**src/rtl/mem_port_arbiter_if.sv**
```systemverilog
// Two-requester memory port bundle: requester command/response pairs plus the shared memory side.
// The slave modport is the arbiter's view; master is the requesters/memory view.
interface mem_port_arbiter_if #(
   parameter int ADDR_W = 32,
   parameter int DATA_W = 32
);
   localparam int STRB_W = DATA_W / 8;

   logic              req0, req1;
   logic              we0, we1;
   logic [ADDR_W-1:0] addr0, addr1;
   logic [DATA_W-1:0] wdata0, wdata1;
   logic [STRB_W-1:0] wstrb0, wstrb1;
   logic              gnt0, gnt1;
   logic              rvalid0, rvalid1;
   logic [DATA_W-1:0] rdata0, rdata1;

   logic              mem_en;
   logic              mem_we;
   logic [ADDR_W-1:0] mem_addr;
   logic [DATA_W-1:0] mem_wdata;
   logic [STRB_W-1:0] mem_wstrb;
   logic [DATA_W-1:0] mem_rdata;

   modport slave (
      input  req0, req1, we0, we1, addr0, addr1, wdata0, wdata1, wstrb0, wstrb1,
      output gnt0, gnt1, rvalid0, rvalid1, rdata0, rdata1,
      output mem_en, mem_we, mem_addr, mem_wdata, mem_wstrb,
      input  mem_rdata
   );

   modport master (
      output req0, req1, we0, we1, addr0, addr1, wdata0, wdata1, wstrb0, wstrb1,
      input  gnt0, gnt1, rvalid0, rvalid1, rdata0, rdata1,
      input  mem_en, mem_we, mem_addr, mem_wdata, mem_wstrb,
      output mem_rdata
   );
endinterface

```
**src/rtl/mem_port_arbiter.sv**
```systemverilog
// Round-robin arbiter sharing one fixed-latency single-port memory between two requesters.
// Optional macro ARB_STATS_EN adds saturating grant/stall counters.
module mem_port_arbiter #(
   parameter int ADDR_W      = 32,
   parameter int DATA_W      = 32,
   parameter int MEM_LATENCY = 1
) (
   input  logic              clk,
   input  logic              reset,
   mem_port_arbiter_if.slave bus
`ifdef ARB_STATS_EN
   ,
   output logic [31:0]       grant_cnt0,
   output logic [31:0]       grant_cnt1,
   output logic [31:0]       stall_cnt
`endif
);
   localparam int STRB_W = DATA_W / 8;
   localparam int LAT_W  = (MEM_LATENCY > 1) ? $clog2(MEM_LATENCY) : 1;
   localparam logic [LAT_W-1:0] LAT_INIT = LAT_W'(MEM_LATENCY - 1);

   localparam logic [0:0] IDLE = 1'b0;
   localparam logic [0:0] WAIT = 1'b1;

   logic [0:0]        state;
   logic              owner, owner_rd, last_gnt;
   logic [LAT_W-1:0]  lat_cnt;
   logic [DATA_W-1:0] rdata_q;
   logic [1:0]        rvalid_q;

   logic [1:0]                    req, we;
   logic [1:0][ADDR_W-1:0]        addr;
   logic [1:0][DATA_W-1:0]        wdata;
   logic [1:0][STRB_W-1:0]        wstrb;
   logic                          win, grant;

   assign req   = {bus.req1,   bus.req0};
   assign we    = {bus.we1,    bus.we0};
   assign addr  = {bus.addr1,  bus.addr0};
   assign wdata = {bus.wdata1, bus.wdata0};
   assign wstrb = {bus.wstrb1, bus.wstrb0};

   // On a tie the port that did not win last time goes first.
   always_comb begin
      win = 1'b0;
      if (req[0] && req[1]) win = ~last_gnt;
      else                  win = req[1];
   end

   assign grant = !reset && (state == IDLE) && (|req);

   assign bus.gnt0      = grant && !win;
   assign bus.gnt1      = grant &&  win;
   assign bus.mem_en    = grant;
   assign bus.mem_we    = grant && we[win];
   assign bus.mem_addr  = grant ? addr[win]  : '0;
   assign bus.mem_wdata = grant ? wdata[win] : '0;
   assign bus.mem_wstrb = grant ? wstrb[win] : '0;

   assign bus.rvalid0 = rvalid_q[0];
   assign bus.rvalid1 = rvalid_q[1];
   assign bus.rdata0  = rvalid_q[0] ? rdata_q : '0;
   assign bus.rdata1  = rvalid_q[1] ? rdata_q : '0;

   always_ff @(posedge clk) begin
      if (reset) begin
         state    <= IDLE;
         owner    <= 1'b0;
         owner_rd <= 1'b0;
         last_gnt <= 1'b1;
         lat_cnt  <= '0;
         rdata_q  <= '0;
         rvalid_q <= '0;
      end else begin
         rvalid_q <= '0;
         case (state)
            IDLE: begin
               if (grant) begin
                  state    <= WAIT;
                  owner    <= win;
                  owner_rd <= !we[win];
                  last_gnt <= win;
                  lat_cnt  <= LAT_INIT;
               end
            end
            default: begin
               if (lat_cnt != '0) begin
                  lat_cnt <= lat_cnt - LAT_W'(1);
               end else begin
                  // Writes complete with zero data so the requester sees a clean pulse.
                  rdata_q         <= owner_rd ? bus.mem_rdata : '0;
                  rvalid_q[owner] <= 1'b1;
                  state           <= IDLE;
               end
            end
         endcase
      end
   end

`ifdef ARB_STATS_EN
   always_ff @(posedge clk) begin
      if (reset) begin
         grant_cnt0 <= '0;
         grant_cnt1 <= '0;
         stall_cnt  <= '0;
      end else begin
         if (bus.gnt0 && !(&grant_cnt0))         grant_cnt0 <= grant_cnt0 + 32'd1;
         if (bus.gnt1 && !(&grant_cnt1))         grant_cnt1 <= grant_cnt1 + 32'd1;
         if ((|req) && !grant && !(&stall_cnt))  stall_cnt  <= stall_cnt + 32'd1;
      end
   end
`endif
endmodule

```
**src/flat_wrapper.sv**
```systemverilog
// flat-port wrapper written by rule: the top's interface ports become plain ports
module mem_port_arbiter_flat 
#(
   parameter int ADDR_W      = 32,
   parameter int DATA_W      = 32,
   parameter int MEM_LATENCY = 1
)
  (clk, reset, bus_req0, bus_req1, bus_we0, bus_we1, bus_addr0, bus_addr1, bus_wdata0, bus_wdata1, bus_wstrb0, bus_wstrb1, bus_gnt0, bus_gnt1, bus_rvalid0, bus_rvalid1, bus_rdata0, bus_rdata1, bus_mem_en, bus_mem_we, bus_mem_addr, bus_mem_wdata, bus_mem_wstrb, bus_mem_rdata);
  mem_port_arbiter_if #(.ADDR_W(ADDR_W), .DATA_W(DATA_W)) bus_i ();
  input  logic clk;
  input  logic reset;
  input wire logic [$bits(bus_i.req0)-1:0] bus_req0;
  input wire logic [$bits(bus_i.req1)-1:0] bus_req1;
  input wire logic [$bits(bus_i.we0)-1:0] bus_we0;
  input wire logic [$bits(bus_i.we1)-1:0] bus_we1;
  input wire logic [$bits(bus_i.addr0)-1:0] bus_addr0;
  input wire logic [$bits(bus_i.addr1)-1:0] bus_addr1;
  input wire logic [$bits(bus_i.wdata0)-1:0] bus_wdata0;
  input wire logic [$bits(bus_i.wdata1)-1:0] bus_wdata1;
  input wire logic [$bits(bus_i.wstrb0)-1:0] bus_wstrb0;
  input wire logic [$bits(bus_i.wstrb1)-1:0] bus_wstrb1;
  output wire logic [$bits(bus_i.gnt0)-1:0] bus_gnt0;
  output wire logic [$bits(bus_i.gnt1)-1:0] bus_gnt1;
  output wire logic [$bits(bus_i.rvalid0)-1:0] bus_rvalid0;
  output wire logic [$bits(bus_i.rvalid1)-1:0] bus_rvalid1;
  output wire logic [$bits(bus_i.rdata0)-1:0] bus_rdata0;
  output wire logic [$bits(bus_i.rdata1)-1:0] bus_rdata1;
  output wire logic [$bits(bus_i.mem_en)-1:0] bus_mem_en;
  output wire logic [$bits(bus_i.mem_we)-1:0] bus_mem_we;
  output wire logic [$bits(bus_i.mem_addr)-1:0] bus_mem_addr;
  output wire logic [$bits(bus_i.mem_wdata)-1:0] bus_mem_wdata;
  output wire logic [$bits(bus_i.mem_wstrb)-1:0] bus_mem_wstrb;
  input wire logic [$bits(bus_i.mem_rdata)-1:0] bus_mem_rdata;
  assign bus_i.req0 = bus_req0;
  assign bus_i.req1 = bus_req1;
  assign bus_i.we0 = bus_we0;
  assign bus_i.we1 = bus_we1;
  assign bus_i.addr0 = bus_addr0;
  assign bus_i.addr1 = bus_addr1;
  assign bus_i.wdata0 = bus_wdata0;
  assign bus_i.wdata1 = bus_wdata1;
  assign bus_i.wstrb0 = bus_wstrb0;
  assign bus_i.wstrb1 = bus_wstrb1;
  assign bus_gnt0 = bus_i.gnt0;
  assign bus_gnt1 = bus_i.gnt1;
  assign bus_rvalid0 = bus_i.rvalid0;
  assign bus_rvalid1 = bus_i.rvalid1;
  assign bus_rdata0 = bus_i.rdata0;
  assign bus_rdata1 = bus_i.rdata1;
  assign bus_mem_en = bus_i.mem_en;
  assign bus_mem_we = bus_i.mem_we;
  assign bus_mem_addr = bus_i.mem_addr;
  assign bus_mem_wdata = bus_i.mem_wdata;
  assign bus_mem_wstrb = bus_i.mem_wstrb;
  assign bus_i.mem_rdata = bus_mem_rdata;
  mem_port_arbiter #(.ADDR_W(ADDR_W), .DATA_W(DATA_W), .MEM_LATENCY(MEM_LATENCY)) u_core (.clk(clk), .reset(reset), .bus(bus_i));
endmodule
```
**config.mk**
```make
export PLATFORM = sky130hd
export DESIGN_NAME = mem_port_arbiter_flat
export DESIGN_NICKNAME = d
export VERILOG_FILES = /design/src/rtl/mem_port_arbiter_if.sv /design/src/rtl/mem_port_arbiter.sv /design/src/flat_wrapper.sv
export SDC_FILE = /design/constraint.sdc
export NUM_CORES = 1
export LEC_CHECK = 0
export ABC_AREA = 1
export BUFFER_PORTS_ARGS = -buffer_cell sky130_fd_sc_hd__buf_2
export CAP_MARGIN = 20
export CORE_AREA = 2 2 121 123
export DETAILED_ROUTE_END_ITERATION = 7
export DIE_AREA = 0 0 123 125
export HOLD_SLACK_MARGIN = 0.02
export PLACE_DENSITY = 0.51
export SETUP_SLACK_MARGIN = 0.4
export SYNTH_ARGS = -nofsm -noshare
export SYNTH_HDL_FRONTEND = slang
export SYNTH_SLANG_ARGS = --single-unit
```
**constraint.sdc**
```tcl
create_clock -name clk -period 1.3 [get_ports clk]
set_input_delay 0.26 -clock clk [delete_from_list [all_inputs] [get_ports clk]]
set_output_delay 0.26 -clock clk [all_outputs]
set_load 0.1 [all_outputs]
```
Yosys cells after proc, flatten, opt, wreduce, memory -nomap -nowiden
Index checks and enable logic that the tools add are counted.

word-level totals
  input port bits = 174
  flip-flop bits (word level) = 39
  output and inout port bits = 138

operators by class
  magnitude comparators = 3
  reductions and logical operators = 15
  add/sub/neg operators = 1
  bitwise gates (word level) = 3
  muxes and demuxes = 23

operator list
  cell                                                 number
  two-way mux 32 bit                                   9
  two-way mux 4 bit                                    3
  two-way mux 1 bit                                    10
  logical AND 1 bit                                    7
  < comparator 1 x 2 -> 1 bit (second input constant)  2
  AND reduction 2 bit                                  2
  logical NOT 1 bit                                    3
  NOT 1 bit                                            3
  OR reduction 3 bit                                   1
  nonzero test 2 bit                                   1
  OR reduction 2 bit                                   1
  demux 1 bit (select 1 bit)                           1
  >= comparator 1 bit (second input constant)          1
  subtractor 1 bit (second input constant)             1

Logic depth before layout (Yosys ltp)
Gate-level depths: netlist (run 1).

  depth after elaboration = 5
  gate-level depth with buffers = 8
  depth with buffers taken out = 6

Least setup slack after synthesis (run 1)
No wires, ideal clock.

  kind = register to output
  from = reg u_core.state
  to = out bus_mem_we
  cell stages (with the launch flop) = 6
  buffers on the path = 0
  data required time = 1040 ps
  data arrival time = 2672 ps
  slack = -1632 ps
  cell sequence = dfxtp_1 > inv_1 > nand2_1 > nor2_1 > nand3_1 > inv_1

on the way
  longest elaborated chain between the ends = 4

ends and longest elaborated chain
  item                            RTL line                source
  start: declaration              mem_port_arbiter.sv:25  logic [0:0] state;
  start signal: assignment        mem_port_arbiter.sv:67  state <= IDLE;
  start signal: assignment        mem_port_arbiter.sv:79  state <= WAIT;
  start signal: assignment        mem_port_arbiter.sv:93  state <= IDLE;
  NOT 1 bit                       mem_port_arbiter.sv:50  assign grant = !reset && (state == IDLE) && (|req);
  logical AND 1 bit (2 in a row)  mem_port_arbiter.sv:50
  net bus_mem_en                  flat_wrapper.sv:28      output wire logic [$bits(bus_i.mem_en)-1:0] bus_mem_en;
  logical AND 1 bit               mem_port_arbiter.sv:55  assign bus.mem_we = grant && we[win];
  end: declaration                flat_wrapper.sv:29      output wire logic [$bits(bus_i.mem_we)-1:0] bus_mem_we;

The timed path passes the listed nets, and every way through them passes these cells.

Worst setup path after layout (run 1)
  from = reg u_core.state
  to = out bus_mem_addr[31]

on the way
  longest elaborated chain between the ends = 4

ends and longest elaborated chain
  item                            RTL line                source
  NOT 1 bit                       mem_port_arbiter.sv:50
  logical AND 1 bit (2 in a row)  mem_port_arbiter.sv:50
  two-way mux 32 bit              mem_port_arbiter.sv:56  assign bus.mem_addr = grant ? addr[win] : '0;
  end: declaration                flat_wrapper.sv:30      output wire logic [$bits(bus_i.mem_addr)-1:0] bus_mem_addr;

No other way between the ends.

==> results of run 1 <==
kinds of logic (layout without fill, tap and decap cells):
group / after synthesis / after routing / share of synthesized area
AO/OA/AOI/OAI: 34 / 34 / 0.0647
flip-flops: 38 / 38 / 0.283
AND/OR/NAND/NOR: 353 / 353 / 0.501
other: 0 / 5 / 0
buffers and inverters: 102 / 447 / 0.151
final cells by class:
type,count,area (um2)
Timing Repair Buffer,366,4500
Multi-Input combinational cell,387,3540
Clock buffer,6,139
Tap cell,184,230
Antenna cell,5,12.5
Sequential cell,38,773
Fill cell,1064,4480
Clock inverter,2,12.5
Inverter,73,518
sequential cells by signal (all words and copies together), names as in the netlist:
register / cells
u_core.rdata_q: 32
u_core.state: 1
u_core.owner: 1
u_core.rvalid_q: 2
u_core.owner_rd: 1
u_core.last_gnt: 1
what timing repair did:
action | 4_1_cts | 5_1_grt
cloned | 9 | 1
setup endpoints to repair | 173 | 173
gates resized for setup | 44 | 127
setup buffers | 13 | 6
endpoints found under the hold margin | 0 | 0
pin swaps | 0 | 5
Yosys cell counts:
cell	number
buf_1	3
buf_2	12
buf_4	2
clkbuf_1	12
dfxtp_1	38
inv_1	72
inv_2	1
nand2_1	342
nand3_1	3
nor2_1	5
nor2_2	1
nor2_4	2
o21ai_0	33
o21ai_2	1
routing by layer:
metal	routed length, um	track usage
met1	5250	0.204
met2	9790	0.426
met3	1450	0.0780
met4	333	0.0582
met5	0	0
power by group:
part	internal, uW	switching, uW	total [uW]
clock	758	457	1220
sequential	1210	76.9	1290
combinational	1400	2260	3660
total	3380	2790	6170
through the flow:
step | std cells | cell area (um2) | total power [uW] | utilization | hold WS, ps
2_1_floorplan | 527 | 4700 | 3400 | - | 398
3_3_place_gp | 1019 | 8560 | 4590 | 0.603 | 438
3_5_place_dp | 1019 | 8560 | 4620 | 0.603 | 438
4_1_cts | 1049 | 9210 | 6030 | 0.648 | 239
5_1_grt | 1061 | 9720 | 6410 | 0.685 | 256
6_report | 1061 | 9720 | 6170 | 0.685 | 243
worst min-delay path, stage by stage:
cell     delay, ps
buf_2           90
nand2_1         50
o21ai_0         70
final timing paths:
kind                      from            endpoint  slack, ps  cells past startpoint
max reg2reg    u_core.last_gnt        u_core.owner         50                      8
max               u_core.state    bus_mem_addr[31]       -630                      9
min          bus_mem_rdata[16]  u_core.rdata_q[16]        240                      3
min reg2reg       u_core.owner  u_core.rvalid_q[1]        450                      2
==> reports/qor.csv, run 1 <==
stage;metric;value;unit
setup_path;worstSetupEndpointType;output port;
sta;rsz0062_at_grt;yes;
setup_path;cp_max_fo;7;
sta;period_share;1.48;
die;initial_core_util;0.189;
final_layout;final_common_cell;buf_2;
global_route;antenna_found_initial;6;
synthesis;synth.top_cell.area_share;0.478;
drt;via_per_inst;4.23;
cts;cts.htree.levels;2;
final_layout;final_cell_mix;173 x buf_2, 156 x buf_12, 103 x nand2_4;
pwr;powerDensity;634;mW/mm2
cts;clock_latency;280;ps
final_layout;drive_above_1_share;0.807;
setup_path;cpPeakStageDelay;360;ps
sta;worst_pin_slew;346;ps
cts;clk_path_buf_depth;2;
synthesis;ys_types;14;
global_route;track_usage;0.216;
sta;fin_crit;1930;ps
final_layout;layout.nets;1045;
sta;skew;3.90;ps
pwr;vdd_drop_max;0.459;mV
hold_path;min_path_type;in2reg;
drt;wl_per_cell;15.9;um
synthesis;syn-num-nets;701;
synthesis;ys_warn_count;0;
sta;tns;-54350;ps
cts;cts.sinks;38;
drt;drt-pass1-iter-count;4;
global_route;grt_overflow;0;
cts;clk_pin_slew_worst_paths;60;ps
synthesis;ys_seq_area_frac;0.283;
global_route;grt_pass1_vias;4935;
cts;postCtsHoldBufs;0;
placed_design;gp_congestion;0.880;
synthesis;synth_cells;527;
sta;slew_headroom;0.770;
placed_design;pre_cts_ws;-426;ps
cts;numCtsBuffers;5;
setup_path;cp_cell_sequence;nor2_4 -> o21ai_4 -> nor2_4 -> buf_12 -> buf_6 -> buf_16 -> nand2_4 -> nand2_8 -> buf_12;
global_route;grt_pass1_wl;25800;um
final_layout;area_delta_synth_final;262;%
global_route;grt_max_degree;35;
die;coreArea;0.0142;mm2
status;status;finished with violations;
drt;postRouteAntennaNets;0;
run;maxCapViolCount;0;
sta;fmax;518;MHz
die;io_pins;312;
synthesis;ys_ff_latch;38;
setup_path;startpoint_type;register;
status;violations;setup timing;
die;rows;44;
drt;vias;4489;
die;die-area;0.0154;mm2
sta;setup_viol;138;
cts;cts_tree;done;
placed_design;dp_hpwl;13600;um
synthesis;avgSynthCellArea;5.10;um2
cts;cts_root_buf;clkbuf_16;
setup_path;required;1040;ps
setup_path;arrival;1670;ps
synthesis;synth_top_area_cell;nand2_1;
sta;hold_violations;0;
drt;drt_iter0_markers;119;
sta;layout_setup_ws;-630;ps
setup_path;worst_path_max_delay_cell;dfxtp_4;
drt;drc_errors;0;
setup_path;crit_type;reg2out;
pwr;p_leak;0.00480;uW
synthesis;netlist_area;0.00269;mm2
setup_path;crit_buf_inv;4;
placed_design;portBuffers;311;
die;die_h;125;um
setup_path;cpLargestDelayFamily;buffers and inverters;
synthesis;synth_area_leaders;nand2_1 48%, dfxtp_1 28%, inv_1 10%;
die;dieWidth;123;um
sta;slew_viol_final;0;
drt;drt_wl_total;16800;um
No activity file was read; power rests on OpenSTA's default activity.
==> run 2: changes to the inputs <==
--- a/config.mk
+++ b/config.mk
@@ -8,11 +8,11 @@
 export ABC_AREA = 1
 export BUFFER_PORTS_ARGS = -buffer_cell sky130_fd_sc_hd__buf_2
 export CAP_MARGIN = 20
-export CORE_AREA = 2 2 121 123
+export CORE_AREA = 2 2 120 122
 export DETAILED_ROUTE_END_ITERATION = 7
-export DIE_AREA = 0 0 123 125
+export DIE_AREA = 0 0 122 124
 export HOLD_SLACK_MARGIN = 0.02
-export PLACE_DENSITY = 0.51
+export PLACE_DENSITY = 0.52
 export SETUP_SLACK_MARGIN = 0.4
 export SYNTH_ARGS = -nofsm -noshare
 export SYNTH_HDL_FRONTEND = slang
==> run 2 against run 1 <==
  * The flow still finishes with violations (setup timing)
  * Final area increased by 6.1%
  * Count of clock-buffer cells in the layout increased by 1
  * Critical path type unchanged
  * Largest power group unchanged
  * Global-route usage increased by 2.0 points
==> reports/qor.csv, run 2 (synthesis results as in run 1) <==
stage;metric;value;unit;change
die;dieWidth;122;um;was 123 um
final_layout;largest_reg_flops;32;;unchanged
final_layout;fin_cells;1078;;was 1061
setup_path;r2r-start;u_core.last_gnt;;unchanged
drt;vias;4727;;was 4489
die;coreArea;0.0137;mm2;was 0.0142 mm2
pwr;vdd_drop_max;0.433;mV;was 0.459 mV
setup_path;crit_type;reg2out;;unchanged
final_layout;multi_input_area;0.00374;mm2;was 0.00354 mm2
cts;clk_path_buf_depth;2;;unchanged
cts;cts.sinks;38;;unchanged
setup_path;crit_top_cell;buf_12;;
cts;clk_pin_slew_worst_paths;50;ps;was 60 ps
final_layout;regArea;773;um2;unchanged
global_route;grt_max_degree;35;;unchanged
cts;numCtsBuffers;5;;unchanged
sta;layout_setup_ws;-681;ps;was -630 ps
die;io_pins;312;;unchanged
global_route;grt_pass1_wl;27100;um;was 25800 um
sta;setup_viol;139;;was 138
setup_path;worstSetupEndpointType;output port;;unchanged
sta;rsz0062_at_grt;yes;;unchanged
status;status;finished with violations;;unchanged
drt;via_per_inst;4.38;;was 4.23
global_route;grt_pass1_vias;5117;;was 4935
setup_path;r2r_setup_slack;-150;ps;was 50 ps
sta;skew;1.59;ps;was 3.90 ps
setup_path;required;1040;ps;about the same
setup_path;worst_path_max_delay_cell;dfxtp_2;;was dfxtp_4
setup_path;cpPeakStageDelay;330;ps;was 360 ps
placed_design;portBuffers;311;;unchanged
setup_path;crit_end;bus_mem_addr[15];;was bus_mem_addr[31]
setup_path;worstSetupStartpoint;u_core.last_gnt;;was u_core.state
sta;slew_viol_final;0;;unchanged
final_layout;regMostFlops;u_core.rdata_q;;unchanged
drt;drt_wl_total;19400;um;was 16800 um
drt;wl_per_cell;18.0;um;was 15.9 um
setup_path;cp_cell_sequence;nand2_2 -> nand2_4 -> inv_2 -> nor2_4 -> buf_12 -> buf_12 -> clkbuf_16 -> nand2_4 -> nand2_8 -> buf_12;;was nor2_4 -> o21ai_4 -> nor2_4 -> buf_12 -> buf_6 -> buf_16 -> nand2_4 -> nand2_8 -> buf_12
setup_path;startpoint_type;register;;unchanged
sta;period_share;1.52;;was 1.48
global_route;grt_overflow;0;;unchanged
drt;drt_iter0_markers;135;;was 119
pwr;powerDensity;628;mW/mm2;was 634 mW/mm2
setup_path;cp.depth;10;;was 9
cts;clock_latency;280;ps;about the same
hold_path;holdCritStartpoint;bus_mem_rdata[8];;was bus_mem_rdata[16]
final_layout;layout.nets;1067;;was 1045
setup_path;r2r-end;u_core.owner_rd;;was u_core.owner
placed_design;dp_hpwl;14100;um;was 13600 um
final_layout;final_cell_mix;173 x buf_2, 159 x buf_12, 117 x nand2_4;;was 173 x buf_2, 156 x buf_12, 103 x nand2_4
die;initial_core_util;0.196;;was 0.189
setup_path;r2r_cells;11;;was 8
die;rows;43;;was 44
drt;drt-pass1-iter-count;6;;was 4
sta;fmax;505;MHz;was 518 MHz
drt;drc_errors;0;;unchanged
final_layout;largest_registers;u_core.rdata_q: 32 flops, u_core.rvalid_q: 2 flops;;unchanged
final_layout;fillCellCount;905;;was 1064
cts;cts_root_buf;clkbuf_16;;unchanged
setup_path;crit_buf_inv;5;;was 4
global_route;antenna_found_initial;4;;was 6
pwr;p_leak;0.00508;uW;was 0.00480 uW
cts;cts.htree.levels;2;;unchanged
placed_design;gp_congestion;0.917;;was 0.880
final_layout;drive_above_1_share;0.798;;was 0.807
cts;postCtsHoldBufs;0;;unchanged
global_route;track_usage;0.235;;was 0.216
placed_design;pre_cts_ws;-416;ps;was -426 ps
die;die_h;124;um;was 125 um
final_layout;final_common_cell;buf_2;;unchanged
placed_design;place_inst;1016;;was 1019
sta;worst_pin_slew;366;ps;was 346 ps
cts;cts_tree;done;;unchanged
drt;postRouteAntennaNets;0;;unchanged
setup_path;arrival;1720;ps;was 1670 ps
sta;slew_headroom;0.756;;was 0.770
setup_path;cp_max_fo;6;;was 7
final_layout;area_delta_synth_final;284;%;was 262%
run;maxCapViolCount;0;;unchanged
status;violations;setup timing;;unchanged
die;die-area;0.0151;mm2;was 0.0154 mm2
sta;fin_crit;1980;ps;was 1930 ps
setup_path;cpLargestDelayFamily;buffers and inverters;;unchanged
sta;hold_violations;0;;unchanged
hold_path;min_path_type;in2reg;;unchanged
## run 2: layer usage
layer,global-route usage,vias to the layer above,part of all wire
met5,0,-,0.00057
met3,0.0801,41,0.081
met4,0.0747,2,0.033
li1,-,2265,-
met2,0.462,203,0.56
met1,0.230,2216,0.33
## run 2: layout make-up
class / count / share of cell area
diodes: 4 / 0.000971
clock buffers: 7 / 0.0138
clock inverters: 1 / 0.000485
inverters: 73 / 0.0502
multi-input cells: 387 / 0.363
flip-flops and latches: 38 / 0.0750
well taps: 180 / 0.0218
repair buffers: 388 / 0.475
## run 2: repair_timing
item	4_1_cts	5_1_grt
setup buffers	27	4
setup endpoints to repair	173	175
gates cloned	11	8
resized for setup	124	74
pin swaps	7	8
endpoints found under the hold margin	0	0
## run 2: worst min path at each step
| stage | end | slack, ps | cells after the start |
|---|---|---|---|
| final | u_core.rdata_q[8] | 240 | 3 |
| after global routing | u_core.rdata_q[20] | 250 | 3 |
| after CTS | u_core.rdata_q[8] | 240 | 3 |
| after detailed placement | u_core.rvalid_q[0] | 450 | 1 |
| after global placement | u_core.rvalid_q[0] | 440 | 1 |
| after floorplan | u_core.last_gnt | 400 | 2 |
## run 2: worst reg2reg max path: cells and delay by family (launching register included)
kind                   cells  cell delay [ps]
DFF                        1              320
buffers and inverters      6              670
and+or+nand+nor            5              370
## run 2: where the power goes
group	switching, uW	internal (uW)	total, uW
clock network	452	760	1210
logic	2410	1570	3980
registers	77.2	1210	1290
## run 2: stage by stage
stage	area (um2)	hold slack, ps	power [uW]	utilization	TNS, ps
5_1_grt	10300	251	6700	0.752	-64310
2_1_floorplan	4700	398	3400	-	-26950
4_1_cts	9770	236	6310	0.712	-57560
3_5_place_dp	8600	453	4650	0.627	-25230
6_report	10300	243	6480	0.752	-57710
3_3_place_gp	8600	444	4620	0.627	-24960
==> run 3: changes to the inputs <==
--- a/config.mk
+++ b/config.mk
@@ -12,6 +12,7 @@
 export DETAILED_ROUTE_END_ITERATION = 7
 export DIE_AREA = 0 0 122 124
 export HOLD_SLACK_MARGIN = 0.02
+export MAX_ROUTING_LAYER = met4
 export PLACE_DENSITY = 0.52
 export SETUP_SLACK_MARGIN = 0.4
 export SYNTH_ARGS = -nofsm -noshare
==> run 3 against run 2 <==
  * The run still ends with setup timing left
  * Fmax up 1.2%
  * Worst setup slack improved by 23 ps
  * Critical path depth is the same
  * Critical endpoint is now bus_mem_addr[0]
  * Global-route usage fell by 0.14 points
  * Combinational power is 4% lower
  * Via count decreased by 1.9%
  * Flip-flop and latch count unchanged
==> reports/qor.csv, run 3 (synthesis results as in run 1) <==
stage;metric;value;unit;change
drt;postRouteAntennaNets;0;;unchanged
drt;drt_wl_total;18300;um;was 19400 um
setup_path;worst_path_max_delay_cell;dfxtp_2;;unchanged
placed_design;portBuffers;311;;unchanged
pwr;vdd_drop_max;0.379;mV;was 0.433 mV
hold_path;holdCritStartpoint;bus_mem_rdata[31];;was bus_mem_rdata[8]
setup_path;arrival;1700;ps;was 1720 ps
global_route;grt_overflow;0;;unchanged
drt;vias;4639;;was 4727
drt;wl_per_cell;17.2;um;was 18.0 um
final_layout;largest_reg_flops;32;;unchanged
die;initial_core_util;0.196;;unchanged
pwr;p_clk_frac;0.184;;was 0.187
sta;fin_worst_hold_slack;247;ps;was 243 ps
setup_path;worstSetupEndpointType;output port;;unchanged
cts;postCtsHoldBufs;0;;unchanged
cts;cts_root_buf;clkbuf_16;;unchanged
pwr;p_switching;2870;uW;was 2940 uW
cts;clk_pin_slew_worst_paths;60;ps;was 50 ps
setup_path;r2r-end;u_core.rdata_q[20];;was u_core.owner_rd
placed_design;gp_congestion;0.953;;was 0.917
hold_path;min_path_type;in2reg;;unchanged
cts;clock_latency;270;ps;was 280 ps
sta;fmax;511;MHz;was 505 MHz
setup_path;startpoint_type;register;;unchanged
setup_path;cp_cell_sequence;nand2_2 -> nand2_4 -> inv_2 -> nor2_4 -> buf_6 -> buf_12 -> buf_16 -> nand2_4 -> nand2_8 -> buf_12;;was nand2_2 -> nand2_4 -> inv_2 -> nor2_4 -> buf_12 -> buf_12 -> clkbuf_16 -> nand2_4 -> nand2_8 -> buf_12
final_layout;final_cell_mix;173 x buf_2, 156 x buf_12, 122 x nand2_1;;was 173 x buf_2, 159 x buf_12, 117 x nand2_4
final_layout;drive_above_1_share;0.775;;was 0.798
setup_path;required;1040;ps;about the same
placed_design;pre_cts_ws;-407;ps;was -416 ps
drt;via_per_inst;4.35;;was 4.38
cts;cts.htree.levels;2;;unchanged
placed_design;dp_hpwl;14000;um;was 14100 um
sta;period_share;1.51;;was 1.52
cts;cts.sinks;38;;unchanged
global_route;antenna_found_initial;6;;was 4
pwr;powerDensity;625;mW/mm2;was 628 mW/mm2
pwr;combPwrFrac;0.610;;was 0.614
die;die_h;124;um;unchanged
die;coreArea;0.0137;mm2;unchanged
setup_path;cpPeakStageDelay;340;ps;was 330 ps
sta;slew_viol_final;0;;unchanged
die;io_pins;312;;unchanged
sta;worst_pin_slew;362;ps;was 366 ps
sta;tns;-55750;ps;was -57710 ps
status;status;finished with violations;;unchanged
setup_path;r2r_cells;4;;was 11
pwr;power_frac_seq;0.206;;was 0.199
sta;skew;2.76;ps;was 1.59 ps
sta;hold_violations;0;;unchanged
die;dieWidth;122;um;unchanged
global_route;grt_pass1_wl;26100;um;was 27100 um
drt;drt-pass1-iter-count;4;;was 6
final_layout;fillCellCount;962;;was 905
pwr;swShare;0.456;;was 0.453
global_route;track_usage;0.234;;was 0.235
pwr;internal-power;3420;uW;was 3540 uW
setup_path;r2r_setup_slack;200;ps;was -150 ps
drt;drt_iter0_markers;160;;was 135
cts;clk_path_buf_depth;2;;unchanged
final_layout;layout.nets;1053;;was 1067
global_route;grt_pass1_vias;4895;;was 5117
final_layout;largest_registers;u_core.rdata_q: 32 flops, u_core.rvalid_q: 2 flops;;unchanged
run;maxCapViolCount;0;;unchanged
sta;rsz0062_at_grt;yes;;unchanged
sta;layout_setup_ws;-657;ps;was -681 ps
final_layout;final_common_cell;buf_2;;unchanged
sta;setup_viol;138;;was 139
setup_path;cp_max_fo;8;;was 6
global_route;grt_max_degree;34;;was 35
drt;drc_errors;0;;unchanged
setup_path;r2r-start;u_core.state;;was u_core.last_gnt
final_layout;area_delta_synth_final;274;%;was 284%
setup_path;crit_type;reg2out;;unchanged
status;violations;setup timing;;unchanged
sta;slew_headroom;0.758;;was 0.756
hold_path;holdPathEnd;u_core.rdata_q[31];;was u_core.rdata_q[8]
final_layout;regMostFlops;u_core.rdata_q;;unchanged
hold_path;min_path_cells;3;;unchanged
pwr;p_leak;0.00489;uW;was 0.00508 uW
sta;fin_crit;1960;ps;was 1980 ps
die;die-area;0.0151;mm2;unchanged
die;rows;43;;unchanged
cts;numCtsBuffers;5;;unchanged
cts;cts_tree;done;;unchanged
==> run 3: worst max-delay path by stage <==
stage / endpoint / from / cells after the start
final: bus_mem_addr[0] / u_core.last_gnt / 10
after global routing: bus_mem_addr[0] / u_core.state / 9
after CTS: bus_mem_addr[31] / u_core.state / 9
after detailed placement: bus_mem_wdata[1] / bus_req0 / 9
after global placement: bus_mem_wdata[16] / bus_req0 / 9
after floorplan: bus_mem_we / u_core.state / 5
==> run 3: what timing repair did <==
action / CTS / global route
resized for setup: 105 / 63
setup buffers: 18 / 5
pin swaps: 4 / 9
gates cloned: 11 / 5
setup endpoints to repair: 173 / 173
==> run 3: power by group through the flow <==
stage	registers (uW)	logic (uW)	clock network, uW
after floorplan	1330	2070	0
after global routing	1300	3980	1250
final	1290	3830	1160
after detailed placement	1320	3310	0
after global placement	1320	3290	0
after CTS	1290	3630	1200
==> run 3: critical path, delay by kind of cell, from the launching register on <==
| family | cells | cell delay, ps |
|---|---|---|
| buffers and inverters | 5 | 620 |
| and+or+nand+nor | 5 | 440 |
| DFF | 1 | 340 |
==> run 3: final cells by class <==
class | instances | area, um2 | area share
timing repair buffer | 374 | 4740 | 0.471
multi-input combinational | 387 | 3640 | 0.362
sequential | 38 | 773 | 0.0769
inverter | 73 | 518 | 0.0515
tap | 180 | 225 | 0.0224
clock buffer | 6 | 129 | 0.0128
antenna | 7 | 17.5 | 0.00174
clock inverter | 2 | 10.0 | 0.000996
==> run 3: metal layers <==
metal,GRT usage,routed length [um],vias up
li1,-,-,2244
met1,0.236,6180,2178
met2,0.440,10300,188
met3,0.0774,1530,29
met4,0.0510,382,0
met5,-,0,-
==> run 3: through the flow <==
stage / area, um2 / util / std cells / total power [uW]
finish: 10100 / 0.733 / 1067 / 6290
global route: 10100 / 0.733 / 1066 / 6530
CTS: 9530 / 0.694 / 1050 / 6130
floorplan: 4700 / - / 527 / 3400
global placement: 8570 / 0.625 / 1013 / 4600
detailed placement: 8570 / 0.625 / 1013 / 4630
